File: src/rtl/gravador_sequencia_pkg.sv
// Types and helpers shared by the sequence recorder and its timer.
package gravador_pkg;

  localparam int DEPTH_MAX = 16;

  typedef enum logic [2:0] {
    OCIOSO       = 3'd0,
    ESPERA_BOTAO = 3'd1,
    ESPERA_SOLTA = 3'd2,
    PRONTO       = 3'd3,
    REP_ON       = 3'd4,
    REP_OFF      = 3'd5
  } estado_t;

  // Status flags that follow the state; kept registered next to the state.
  typedef struct packed {
    logic       gravando;
    logic       reproduzindo;
    logic       pronto;
    logic [3:0] db_estado;
  } saidas_t;

  // True when exactly one button is pressed.
  function automatic logic um_quente(input logic [3:0] b);
    return (b != 4'b0000) && ((b & (b - 4'd1)) == 4'b0000);
  endfunction

  function automatic saidas_t saidas_de(input estado_t e);
    saidas_t s;
    s.gravando     = (e == ESPERA_BOTAO) || (e == ESPERA_SOLTA);
    s.reproduzindo = (e == REP_ON) || (e == REP_OFF);
    s.pronto       = (e == PRONTO);
    s.db_estado    = {1'b0, e};
    return s;
  endfunction

endpackage

File: src/rtl/gravador_sequencia_if.sv
// Control, button, read-port and status bundle between the game and the recorder.
interface gravador_sequencia_if #(parameter int AW = 4);
  logic          iniciar;
  logic          finalizar;
  logic          reproduzir;
  logic [3:0]    botoes;
  logic [AW-1:0] rd_addr;
  logic [3:0]    rd_data;
  logic [3:0]    leds;
  logic [AW:0]   tamanho;
  logic          gravando;
  logic          reproduzindo;
  logic          pronto;
  logic          erro_botao;
  logic [3:0]    db_estado;

  modport master (
    output iniciar, finalizar, reproduzir, botoes, rd_addr,
    input  rd_data, leds, tamanho, gravando, reproduzindo, pronto, erro_botao, db_estado
  );

  modport slave (
    input  iniciar, finalizar, reproduzir, botoes, rd_addr,
    output rd_data, leds, tamanho, gravando, reproduzindo, pronto, erro_botao, db_estado
  );
endinterface

File: src/rtl/gravador_sequencia_timer_pisca.sv
// Saturating down-counter used for both the lit and the dark replay phases.
// The load request arrives registered, so fim is held low during the load
// cycle; a load of N therefore ends the phase N+2 cycles after it is requested.
module timer_pisca #(
  parameter int W = 9
) (
  input  logic         clock,
  input  logic         reset,
  input  logic         carga,
  input  logic [W-1:0] valor,
  output logic         fim
);
  logic [W-1:0] conta;

  // Load on request, otherwise count down and stop at zero.
  always_ff @(posedge clock or negedge reset) begin
    if (!reset)              conta <= '0;
    else if (carga)          conta <= valor;
    else if (conta != '0)    conta <= conta - 1'b1;
  end

  assign fim = (conta == '0) && !carga;
endmodule

File: src/rtl/gravador_sequencia.sv
// Records a one-hot button sequence, replays it on the LEDs, and serves it
// through a registered read port.
//
// state        | meaning
// OCIOSO       | idle after reset, waiting for iniciar
// ESPERA_BOTAO | recording, waiting for a press (or finalizar)
// ESPERA_SOLTA | recording, waiting for all buttons released
// PRONTO       | sequence closed, waiting for iniciar or reproduzir
// REP_ON       | replay, current entry lit
// REP_OFF      | replay, LEDs dark between entries
module gravador_sequencia
  import gravador_pkg::*;
#(
  parameter int DEPTH = 16,
  parameter int AW    = 4,
  parameter int T_ON  = 500,   // must be >= 2
  parameter int T_OFF = 500    // must be >= 2
) (
  input logic                  clock,
  input logic                  reset,
  gravador_sequencia_if.slave  bus
);
  localparam int T_MAX = (T_ON > T_OFF) ? T_ON : T_OFF;
  localparam int TW    = $clog2(T_MAX);

  // First lit phase carries the one-cycle entry overhead.
  localparam logic [TW-1:0] CARGA_ON_1 = TW'(T_ON - 1);
  localparam logic [TW-1:0] CARGA_ON   = TW'(T_ON - 2);
  localparam logic [TW-1:0] CARGA_OFF  = TW'(T_OFF - 2);
  localparam logic [AW:0]   CHEIO      = (AW+1)'(DEPTH);

  estado_t       estado;
  saidas_t       saidas;
  logic [3:0]    mem [DEPTH];
  logic [AW:0]   tamanho;
  logic [AW:0]   indice;
  logic [AW:0]   indice_mais1;
  logic [3:0]    leds;
  logic [3:0]    rd_data;
  logic          erro;
  logic          carga;
  logic [TW-1:0] valor;
  logic          fim;

  assign indice_mais1 = indice + 1'b1;

  timer_pisca #(.W(TW)) u_timer (
    .clock (clock),
    .reset (reset),
    .carga (carga),
    .valor (valor),
    .fim   (fim)
  );

  // Recording / replay sequencer, including the entry store.
  always_ff @(posedge clock or negedge reset) begin
    if (!reset) begin
      estado  <= OCIOSO;
      saidas  <= saidas_de(OCIOSO);
      tamanho <= '0;
      indice  <= '0;
      leds    <= '0;
      erro    <= 1'b0;
      carga   <= 1'b0;
      valor   <= '0;
      for (int i = 0; i < DEPTH; i++) mem[i] <= '0;
    end else begin
      erro  <= 1'b0;
      carga <= 1'b0;
      case (estado)
        OCIOSO: begin
          if (bus.iniciar) begin
            tamanho <= '0;
            estado  <= ESPERA_BOTAO;
            saidas  <= saidas_de(ESPERA_BOTAO);
          end
        end
        ESPERA_BOTAO: begin
          if (um_quente(bus.botoes)) begin
            mem[tamanho[AW-1:0]] <= bus.botoes;
            tamanho <= tamanho + 1'b1;
            estado  <= ESPERA_SOLTA;
            saidas  <= saidas_de(ESPERA_SOLTA);
          end else if (bus.botoes != 4'b0000) begin
            erro   <= 1'b1;
            estado <= ESPERA_SOLTA;
            saidas <= saidas_de(ESPERA_SOLTA);
          end else if (bus.finalizar && (tamanho != '0)) begin
            estado <= PRONTO;
            saidas <= saidas_de(PRONTO);
          end
        end
        ESPERA_SOLTA: begin
          if (bus.botoes == 4'b0000) begin
            if (tamanho == CHEIO) begin
              estado <= PRONTO;
              saidas <= saidas_de(PRONTO);
            end else begin
              estado <= ESPERA_BOTAO;
              saidas <= saidas_de(ESPERA_BOTAO);
            end
          end
        end
        PRONTO: begin
          if (bus.iniciar) begin
            tamanho <= '0;
            estado  <= ESPERA_BOTAO;
            saidas  <= saidas_de(ESPERA_BOTAO);
          end else if (bus.reproduzir) begin
            indice <= '0;
            carga  <= 1'b1;
            valor  <= CARGA_ON_1;
            estado <= REP_ON;
            saidas <= saidas_de(REP_ON);
          end
        end
        REP_ON: begin
          if (fim) begin
            leds   <= '0;
            carga  <= 1'b1;
            valor  <= CARGA_OFF;
            estado <= REP_OFF;
            saidas <= saidas_de(REP_OFF);
          end else begin
            leds <= mem[indice[AW-1:0]];
          end
        end
        REP_OFF: begin
          if (fim) begin
            indice <= indice_mais1;
            if (indice_mais1 == tamanho) begin
              estado <= PRONTO;
              saidas <= saidas_de(PRONTO);
            end else begin
              leds   <= mem[indice_mais1[AW-1:0]];
              carga  <= 1'b1;
              valor  <= CARGA_ON;
              estado <= REP_ON;
              saidas <= saidas_de(REP_ON);
            end
          end
        end
        default: begin
          estado <= OCIOSO;
          saidas <= saidas_de(OCIOSO);
        end
      endcase
    end
  end

  // Registered read port; entries past the recorded length read as zero.
  always_ff @(posedge clock or negedge reset) begin
    if (!reset) rd_data <= '0;
    else        rd_data <= ({1'b0, bus.rd_addr} < tamanho) ? mem[bus.rd_addr] : 4'b0000;
  end

  assign bus.rd_data      = rd_data;
  assign bus.leds         = leds;
  assign bus.tamanho      = tamanho;
  assign bus.gravando     = saidas.gravando;
  assign bus.reproduzindo = saidas.reproduzindo;
  assign bus.pronto       = saidas.pronto;
  assign bus.db_estado    = saidas.db_estado;
  assign bus.erro_botao   = erro;
endmodule

File: src/flat_wrapper.sv
// flat-port wrapper written by rule: the top's interface ports become plain ports
module gravador_sequencia_flat import gravador_pkg::*;
#(
  parameter int DEPTH = 16,
  parameter int AW    = 4,
  parameter int T_ON  = 500,                  
  parameter int T_OFF = 500                   
)
  (clock, reset, bus_iniciar, bus_finalizar, bus_reproduzir, bus_botoes, bus_rd_addr, bus_rd_data, bus_leds, bus_tamanho, bus_gravando, bus_reproduzindo, bus_pronto, bus_erro_botao, bus_db_estado);
  gravador_sequencia_if #(.AW(AW)) bus_i ();
  input logic clock;
  input logic reset;
  input wire logic [$bits(bus_i.iniciar)-1:0] bus_iniciar;
  input wire logic [$bits(bus_i.finalizar)-1:0] bus_finalizar;
  input wire logic [$bits(bus_i.reproduzir)-1:0] bus_reproduzir;
  input wire logic [$bits(bus_i.botoes)-1:0] bus_botoes;
  input wire logic [$bits(bus_i.rd_addr)-1:0] bus_rd_addr;
  output wire logic [$bits(bus_i.rd_data)-1:0] bus_rd_data;
  output wire logic [$bits(bus_i.leds)-1:0] bus_leds;
  output wire logic [$bits(bus_i.tamanho)-1:0] bus_tamanho;
  output wire logic [$bits(bus_i.gravando)-1:0] bus_gravando;
  output wire logic [$bits(bus_i.reproduzindo)-1:0] bus_reproduzindo;
  output wire logic [$bits(bus_i.pronto)-1:0] bus_pronto;
  output wire logic [$bits(bus_i.erro_botao)-1:0] bus_erro_botao;
  output wire logic [$bits(bus_i.db_estado)-1:0] bus_db_estado;
  assign bus_i.iniciar = bus_iniciar;
  assign bus_i.finalizar = bus_finalizar;
  assign bus_i.reproduzir = bus_reproduzir;
  assign bus_i.botoes = bus_botoes;
  assign bus_i.rd_addr = bus_rd_addr;
  assign bus_rd_data = bus_i.rd_data;
  assign bus_leds = bus_i.leds;
  assign bus_tamanho = bus_i.tamanho;
  assign bus_gravando = bus_i.gravando;
  assign bus_reproduzindo = bus_i.reproduzindo;
  assign bus_pronto = bus_i.pronto;
  assign bus_erro_botao = bus_i.erro_botao;
  assign bus_db_estado = bus_i.db_estado;
  gravador_sequencia #(.DEPTH(DEPTH), .AW(AW), .T_ON(T_ON), .T_OFF(T_OFF)) u_core (.clock(clock), .reset(reset), .bus(bus_i));
endmodule
File: config.mk
export PLATFORM = sky130hd
export DESIGN_NAME = gravador_sequencia_flat
export DESIGN_NICKNAME = d
export VERILOG_FILES = /design/src/rtl/gravador_sequencia_pkg.sv /design/src/rtl/gravador_sequencia_if.sv /design/src/rtl/gravador_sequencia_timer_pisca.sv /design/src/rtl/gravador_sequencia.sv /design/src/flat_wrapper.sv
export SDC_FILE = /design/constraint.sdc
export NUM_CORES = 1
export LEC_CHECK = 0
export CORE_MARGIN = 2
export CORE_UTILIZATION = 45
export DETAILED_ROUTE_END_ITERATION = 7
export GPL_TIMING_DRIVEN = 0
export SLEW_MARGIN = 40
export SYNTH_ARGS = -nofsm -noshare
export SYNTH_HDL_FRONTEND = slang
export SYNTH_HIERARCHICAL = 1
export SYNTH_SLANG_ARGS = --single-unit
File: constraint.sdc
create_clock -name clock -period 3.9 [get_ports clock]
set_clock_uncertainty 0.05 [all_clocks]
set_input_delay 0.78 -clock clock [delete_from_list [all_inputs] [get_ports clock]]
set_output_delay 0.78 -clock clock [all_outputs]
set_load 0.1 [all_outputs]
; ---- Word level (Yosys, flattened, before mapping)
; Cells that the tools add are included.
[word_totals]
wordCells = 151
in_bits = 13
out_inout_bits = 21
register_bits = 112
[op_classes]
bitwise = 5
muxes = 65
magnitude_cmp = 6
add_sub_neg = 4
n_reduce_logical = 24
n_eq_ne = 18
[op_table]
columns = op, count
row1 = 7-bit two-way mux, 10
row2 = 64-bit bitwise mux, 1
row3 = 9-bit two-way mux, 7
row4 = 4-bit binary-select mux with 4-bit select, 3
row5 = 4-bit two-way mux, 11
row6 = 7-bit one-hot mux with 6 select lines, 1
row7 = 3-bit two-way mux, 10
row8 = 9-bit one-hot mux with 3 select lines, 1
row9 = 5-bit two-way mux, 5
row10 = "5-bit greater-or-equal comparator, second input constant", 4
row11 = 4-bit inverter with 5-bit output, 4
row12 = 5-bit one-hot mux with 2 select lines, 2
row13 = 3-bit one-hot mux with 6 select lines, 1
row14 = 4-bit demux with 4-bit select, 1
row15 = 6-bit AND reduction, 2
row16 = "5-bit by 1-bit adder with 5-bit output, second input constant", 2
row17 = "2-bit by 1-bit inequality test with 1-bit output, second input constant", 5
row18 = 9-bit zero test, 1
row19 = 9-bit nonzero test, 1
row20 = "9-bit by 1-bit subtractor with 9-bit output, second input constant", 1
row21 = 4-bit zero test, 2
row22 = 1-bit two-way mux, 8
row23 = "2-bit inequality test, second input constant", 4
row24 = 4-bit one-hot mux with 2 select lines, 1
row25 = other kinds (25), 34

; ---- Logic depth before layout (Yosys ltp)
; Gate-level depths: netlist (run 1).
[depth]
depth_word = 8
mapped_depth = 9

; ---- Hierarchy
; Netlist (run 1), hierarchy kept.
[by_module_without_submodules]
columns = module, n_inst, cells_each, area_each_um2
row1 = gravador_sequencia, 1, 492, 5929.4
row2 = timer_pisca, 1, 61, 579.3

; ---- Worst setup path after synthesis (run 1)
; Ideal clock, no wire load.
[synth_path]
path_type = reg2reg
startpoint = reg u_core.tamanho[0] (netlist: u_core/bus.tamanho[0])
endpoint = reg u_core.saidas, in the netlist u_core/bus.gravando
setup_time_ps = 126
period_less_slack_ps = 2911
stages_incl_launch_ff = 8
required_time_ps = 3724
arrival_time_ps = 2735
setup_slack_ps = 989
n_path_buf = 0
path_cell_list = dfrtp_1 -> inv_1 -> ha_1 -> or4b_1 -> a211oi_1 -> a31oi_1 -> o221a_2 -> mux2_4
[synth_between]
elab_chain_len = 4
[synth_rtl]
columns = element, line
row1 = start: declaration, gravador_sequencia.sv:35  ; logic [AW:0] tamanho;
row2 = start signal: assignment, gravador_sequencia.sv:81  ; tamanho <= tamanho + 1'b1;
row3 = 5-bit == test / 5-bit nonzero test (equally long branches), "gravador_sequencia.sv:95, gravador_sequencia.sv:88"
row4 = 7-bit two-way mux / 1-bit logical AND (equally long branches), "gravador_sequencia.sv:95, gravador_sequencia.sv:88"
row5 = 7-bit two-way mux / 4-bit by 1-bit inequality test with 1-bit output (equally long branches), n/a
row6 = 7-bit one-hot mux with 6 select lines / 6-bit AND reduction (equally long branches), n/a
row7 = end signal: assignment, gravador_sequencia.sv:75  ; saidas <= saidas_de(ESPERA_BOTAO);
row8 = end signal: assignment, gravador_sequencia.sv:97  ; saidas <= saidas_de(PRONTO);
row9 = end signal: assignment, gravador_sequencia.sv:100  ; saidas <= saidas_de(ESPERA_BOTAO);
row10 = end: declaration, gravador_sequencia.sv:33  ; saidas_t saidas;
; Several ways; a longest one is shown, not always the timed one. The select of a mux whose other input is x is not followed.
; A chain may end at the register's enable or synchronous reset.

; ---- Worst setup path after layout (run 1)
[layout_path]
startpoint = in bus_rd_addr[1]
endpoint = reg u_core.rd_data[0] (netlist: u_core/bus.rd_data[0])
[layout_between]
elab_chain_len = 5
[layout_rtl]
columns = element, line
row1 = start: declaration, flat_wrapper.sv:17  ; input wire logic [$bits(bus_i.rd_addr)-1:0] bus_rd_addr;
row2 = 4-bit inverter with 5-bit output (implied by the code), gravador_sequencia.sv:154  ; else rd_data <= ({1'b0, bus.rd_addr} < tamanho) ? mem[bus.rd_addr] : 4'b0000;
row3 = 4-bit binary-select mux with 4-bit select, gravador_sequencia.sv:154
row4 = 4-bit two-way mux (implied by the code) (2 in series), gravador_sequencia.sv:154
row5 = 4-bit two-way mux *, gravador_sequencia.sv:154
row6 = end signal: assignment, gravador_sequencia.sv:154
row7 = end: declaration, gravador_sequencia.sv:39  ; logic [3:0] rd_data;
; Every way passes the cells marked *; elsewhere a longest branch is shown, timed or not. The select of a mux whose other input is x is not followed.

==> results of run 1 <==
[worst max path at each step]
stage	startpoint	end	slack [ns]	depth (start not counted)
floorplan	u_core/bus.tamanho[0]	u_core/bus.gravando	0.99	7
global placement	reset	u_core/mem[45]	-1.74	1
detailed placement	bus_rd_addr[1]	u_core/bus.rd_data[0]	0.43	6
CTS	bus_rd_addr[1]	u_core/bus.rd_data[0]	0.80	6
global route	bus_rd_addr[1]	u_core/bus.rd_data[0]	0.72	6
finish	bus_rd_addr[1]	u_core/bus.rd_data[0]	0.77	6
[synthesized netlist by cell type (all sizes together) (8+ instances only)]
cell type / n
dfrtp: 100
mux2: 68
mux2i: 64
a22oi: 29
buf: 22
nand2: 22
nand3: 22
mux4: 20
nor2: 20
clkbuf: 16
inv: 14
o21ai: 14
a21oi: 12
ha: 9
a31oi: 8
o31ai: 8
[final cells by class]
cell class,count,area (um2)
flip-flops and latches,100,2500
clock buffers,9,225
plain buffers,38,195
fillers,1229,6700
clock inverters,7,76.3
well taps,180,225
multi-input cells,403,3770
repair buffers,32,243
inverters,14,52.6
[kinds of logic (layout without fill, tap and decap cells)]
kind of cell             count (synthesis)  after routing  share of synthesized area [%]
multiplexers                           152            152                           30.1
AND/OR/NAND/NOR                        117            117                           11.2
AO/OA/AOI/OAI                          110            110                           12.9
flip-flops                             100            100                           38.4
buffers and inverters                   52            100                           3.81
XOR/XNOR                                11             11                           1.69
adder cells (fa/ha/maj)                 10             10                           1.88
other                                    1              3                         0.0576
[routing by layer]
metal	vias up	GRT usage (%)	wire length [um]
li1	2192	-	-
met1	2427	32.9	8100
met2	159	36.6	8400
met3	44	4.81	882
met4	0	8.72	577
met5	-	0	0
[flip-flops by register name (all words and copies together) (netlist names)]
signal and cells:
u_core/bus.rd_data 4, u_core/carga 1, u_core/bus.db_estado 1, u_core/bus.pronto 1, u_core/indice 5, u_core/bus.leds 4
u_core/bus.gravando 1, u_core/bus.tamanho 5, u_core/estado 2, u_core/mem 64, u_core/u_timer/conta 9, u_core/valor 2
u_core/bus.erro_botao 1
[power by group through the flow]
stage / sequential [mW] / clock (mW) / combinational, mW
6_report: 1.12 / 0.916 / 0.216
5_1_grt: 1.12 / 0.988 / 0.237
4_1_cts: 1.11 / 0.940 / 0.219
3_5_place_dp: 1.13 / 0 / 0.218
3_3_place_gp: 1.13 / 0 / 0.212
2_1_floorplan: 1.14 / 0 / 0.121
[metrics by stage]
stage | instances | TNS [ns] | total power, mW
after CTS | 783 | 0 | 2.27
final | 783 | 0 | 2.25
after global routing | 783 | 0 | 2.34
after global placement | 766 | -172.90 | 1.34
after detailed placement | 767 | 0 | 1.35
after floorplan | 555 | 0 | 1.26
[worst register-to-register path, cell delays in order, from the launching register on]
cell	delay (ns)
dfrtp_1	0.41
inv_1	0.09
ha_1	0.25
or4b_4	0.54
nor3_4	0.31
inv_1	0.15
a21oi_1	0.42
and2_1	0.26
a41oi_1	0.12
==> results.cfg, run 1 <==
[clock_network]
worstSkewPairLatency_ns = 0.35
clock_sinks = 100
cts_max_level = 3
cts_buffers = 9
cts_resized = 0
cts_tree = built
postCtsHoldBufs = 0
post_cts_buffers = 0
clkTransAtPathRegs_ns = 0.07
cts_root_buf = clkbuf_16
clockBufferDepth = 2

[final_layout]
fin_util_pct = 52.1
fin_area_um2 = 7290
final_common_cell = dfrtp_1
final_cell_mix = dfrtp_1 (100), mux2i_1 (64), mux2_2 (41)
drive_gt1_share_pct = 28.0
num_antenna_cells = 0
nets = 620
areaGrowthSynthToFinish_pct = 11.9

[setup_path]
worstPathArrival_ns = 3.30
ff2ff_path_depth = 8
critPathKind = input pin to register
reg2reg_to = u_core/bus.leds[2]
cp.required_ns = 4.07
worstPathCellList = clkdlybuf4s50_1 > buf_2 > buf_2 > mux4_2 > mux4_2 > a21boi_0
slowest_delay_ns = 0.61
critPathSlowestCell = mux4_2
crit_path_end_kind = register
crit_family = buffers and inverters
cp-start-kind = input pin
r2r_slack_ns = 1.16
r2r_start = u_core/u_timer/conta[0]
cp_max_fo = 10
path_buf_inv = 3

[die]
die_y_um = 124
core_um2 = 14000
rows = 43
die_area_um2 = 15400
start_util_pct = 46.5
io_pins = 34
die_width_um = 124

[placed_design]
dpl.hpwl_um = 13400
dpl_worst_slack_ns = 0.425
placed_area_um2 = 6980
gp_congestion = 0.948
io_buffers = 31

[run]
drv_cap = 0

[pwr]
p_comb_share_pct = 9.6
intPower_mw = 1.65
p_sw_mw = 0.599
switching_share_pct = 26.7
leakagePower_nw = 3.46
p_clk_share_pct = 40.8
ir_drop_uv = 280
power_frac_seq_pct = 49.6
power.density_nw_per_um2 = 308

[timing]
worst_pin_slew_ns = 0.858
rsz0062_at_grt = no
slew_viol_final = 0
period_minus_slack_ns = 3.13
maxSlewHeadroom_pct = 42.6
fmax_mhz = 319
hold_viol = 0
period_share_pct = 80.3
worst_slack_ns = 0.769
finalSetupViolations = 0
whs_ns = 0.209

[synthesis]
syn_area_um2 = 6510
synth_edf_count = 0
synthDistinctLibCells = 70
async_flop_share_pct = 100
synth_area_per_cell_um2 = 11.8
ys_seq_elements = 100
yosysSeqAreaShare_pct = 38.4
synth.top_cell.area_share_pct = 38.4
yosys.area.top_type = dfrtp_1
synthFlopType = dfrtp_1
ys_warn_count = 6
ys_top_cells_by_area = dfrtp_1 (38%), mux2i_1 (9.8%), mux2_2 (7.1%)
syn_inst = 553

[route]
routed_wl_um = 18000
drtIter0Drc = 380
ant_nets = 0
vias = 4822
post-route-drc-count = 0
drtPass1Iterations = 5
wl_per_cell_um = 22.9
routed_via_density = 6.16

[global_route]
grt_max_degree = 77
grt_usage_pct = 23.6
gr-total-overflow = 0
antenna_found_initial = 0
grt_pass1_wl_um = 28200
grt_pass1_vias = 4836

[min_path]
min_path_type = input pin to asynchronous set/reset pin

[run_status]
status = complete, no violations
Power figures use the tool's default switching activity.
==> inputs of run 2 (changes only) <==
- clock period: 3.9 -> 2.9 ns (I/O delays scaled with it)
==> results.cfg, run 2 (synthesized netlist as in run 1, its figures left out) <==
[global_route]
grt_usage_pct = 23.8
gr-total-overflow = 0
antenna_found_initial = 0
grt_max_degree = 78
grt_pass1_wl_um = 28300
grt_pass1_vias = 4848

[clock_network]
clockBufferDepth = 2
clkTransAtPathRegs_ns = 0.07
cts_buffers = 9
cts_max_level = 3
clock_sinks = 100
cts_root_buf = clkbuf_16
cts_tree = built
worstSkewPairLatency_ns = 0.35

[pwr]
p_comb_share_pct = 9.3
p_sw_mw = 0.801
power_frac_seq_pct = 47.9
power.total_mw = 3.12
power.density_nw_per_um2 = 427
switching_share_pct = 25.6
leakagePower_nw = 3.47
p_clk_share_pct = 42.7
ir_drop_uv = 284
intPower_mw = 2.32

[run]
drv_cap = 0

[die]
rows = 43
die_width_um = 124
core_um2 = 14000
die_area_um2 = 15400
io_pins = 34
die_y_um = 124
start_util_pct = 46.5

[final_layout]
areaGrowthSynthToFinish_pct = 12.4
fin_area_um2 = 7310
final_common_cell = dfrtp_1
largest_register = u_core/mem
largest_register_ffs = 64
drive_gt1_share_pct = 28.2
stdcell_count = 782
nets = 620
fin_util_pct = 52.3
num_antenna_cells = 0
final_cell_mix = dfrtp_1 (98), mux2i_1 (64), mux2_2 (41)
reg.largest.list = u_core/mem x64, u_core/u_timer/conta x9

[timing]
maxSlewHeadroom_pct = 40.1
fmax_mhz = 355
whs_ns = 0.00808
slew_viol_final = 0
finalSetupViolations = 0
period_share_pct = 97.2
hold_viol = 0
worst_pin_slew_ns = 0.895
period_minus_slack_ns = 2.82
rsz0062_at_grt = no

[setup_path]
critPathKind = input pin to register
worstPathArrival_ns = 3.00
cp-start-kind = input pin
ff2ff_path_depth = 8
r2r_slack_ns = 0.11
crit_path_end_kind = register
reg2reg_to = u_core/bus.leds[1]
cp.required_ns = 3.08
cp_max_fo = 10
r2r_start = u_core/u_timer/conta[0]

[placed_design]
placed_area_um2 = 6990
dpl.hpwl_um = 13600
gp_congestion = 0.957
io_buffers = 31
dpl.cell_count = 767

[route]
wl_per_cell_um = 23.3
vias = 4877
drtPass1Iterations = 5
drtIter0Drc = 415
post-route-drc-count = 0
routed_via_density = 6.24
routed_wl_um = 18200
ant_nets = 0

[min_path]
min_path_type = input pin to asynchronous set/reset pin

[run_status]
status = complete, no violations
==> run 2: timing repair <==
item / in CTS / in global routing
setup buffers: 0 / 0
gates resized for setup: 0 / 1
endpoints found under the setup margin: 0 / 3
hold buffers: 0 / 0
==> run 2: final cells by class <==
class / count / area, um2
clock buffer: 10 / 239
clock inverter: 5 / 85.1
multi-input combinational: 403 / 3770
tap: 180 / 225
inverter: 14 / 52.6
sequential: 100 / 2500
buffer: 38 / 198
timing repair buffer: 32 / 243
fill: 1247 / 6680
==> run 2: how the worst max path moves through the flow <==
stage,startpoint,endpoint,slack [ns],cells past startpoint
floorplan,u_core/bus.tamanho[0],u_core/bus.gravando,0.23,7
CTS,bus_rd_addr[1],u_core/bus.rd_data[0],0.01,6
global placement,reset,u_core/bus.tamanho[1],-2.88,1
global route,bus_rd_addr[1],u_core/bus.rd_data[0],0.01,6
finish,bus_rd_addr[1],u_core/bus.rd_data[0],0.08,6
detailed placement,bus_rd_addr[1],u_core/bus.rd_data[0],-0.37,6
==> run 2: metrics by stage <==
stage / TNS, ns / setup WS (ns)
2_1_floorplan: 0 / 0.231
3_3_place_gp: -257.83 / -2.88
3_5_place_dp: -8.68 / -0.367
4_1_cts: 0 / 0.0149
5_1_grt: 0 / 0.0145
6_report: 0 / 0.0808
==> run 2: power groups by stage <==
| stage | Clock [mW] | Sequential (mW) | Combinational [mW] |
|---|---|---|---|
| 2_1_floorplan | 0 | 1.54 | 0.163 |
| 3_3_place_gp | 0 | 1.52 | 0.285 |
| 3_5_place_dp | 0 | 1.52 | 0.294 |
| 4_1_cts | 1.36 | 1.50 | 0.295 |
| 5_1_grt | 1.41 | 1.50 | 0.319 |
| 6_report | 1.34 | 1.50 | 0.292 |
==> run 2: worst max-delay path, stage by stage <==
cell and delay [ns]:
clkdlybuf4s50_1 0.49, buf_2 0.30, clkbuf_4 0.36, mux4_2 0.61, mux4_2 0.51, a21boi_0 0.14
==> run 2: per-layer routing <==
layer	track usage, %	up-vias	part of all wire [%]
li1	-	2196	-
met1	33.0	2478	45
met2	37.6	171	47
met3	3.91	32	5.7
met4	8.79	0	2.6
met5	0	-	0
==> inputs of run 3 (changes only) <==
- clock period: 2.9 -> 3.1 ns (I/O delays scaled with it)
==> results of run 3 <==
Same layout as run 1 (identical final DEF). Status: complete, no violations.
Among the figures that moved: setup slack after placement 0.425 ns -> -0.215 ns; setup slack after layout 0.769 ns -> 0.129 ns; hold slack 0.209 ns -> 0.0493 ns; register-to-register setup slack 1.16 ns -> 0.36 ns; total power 2.25 mW -> 2.83 mW; worst IR drop on VDD 280 uV -> 353 uV
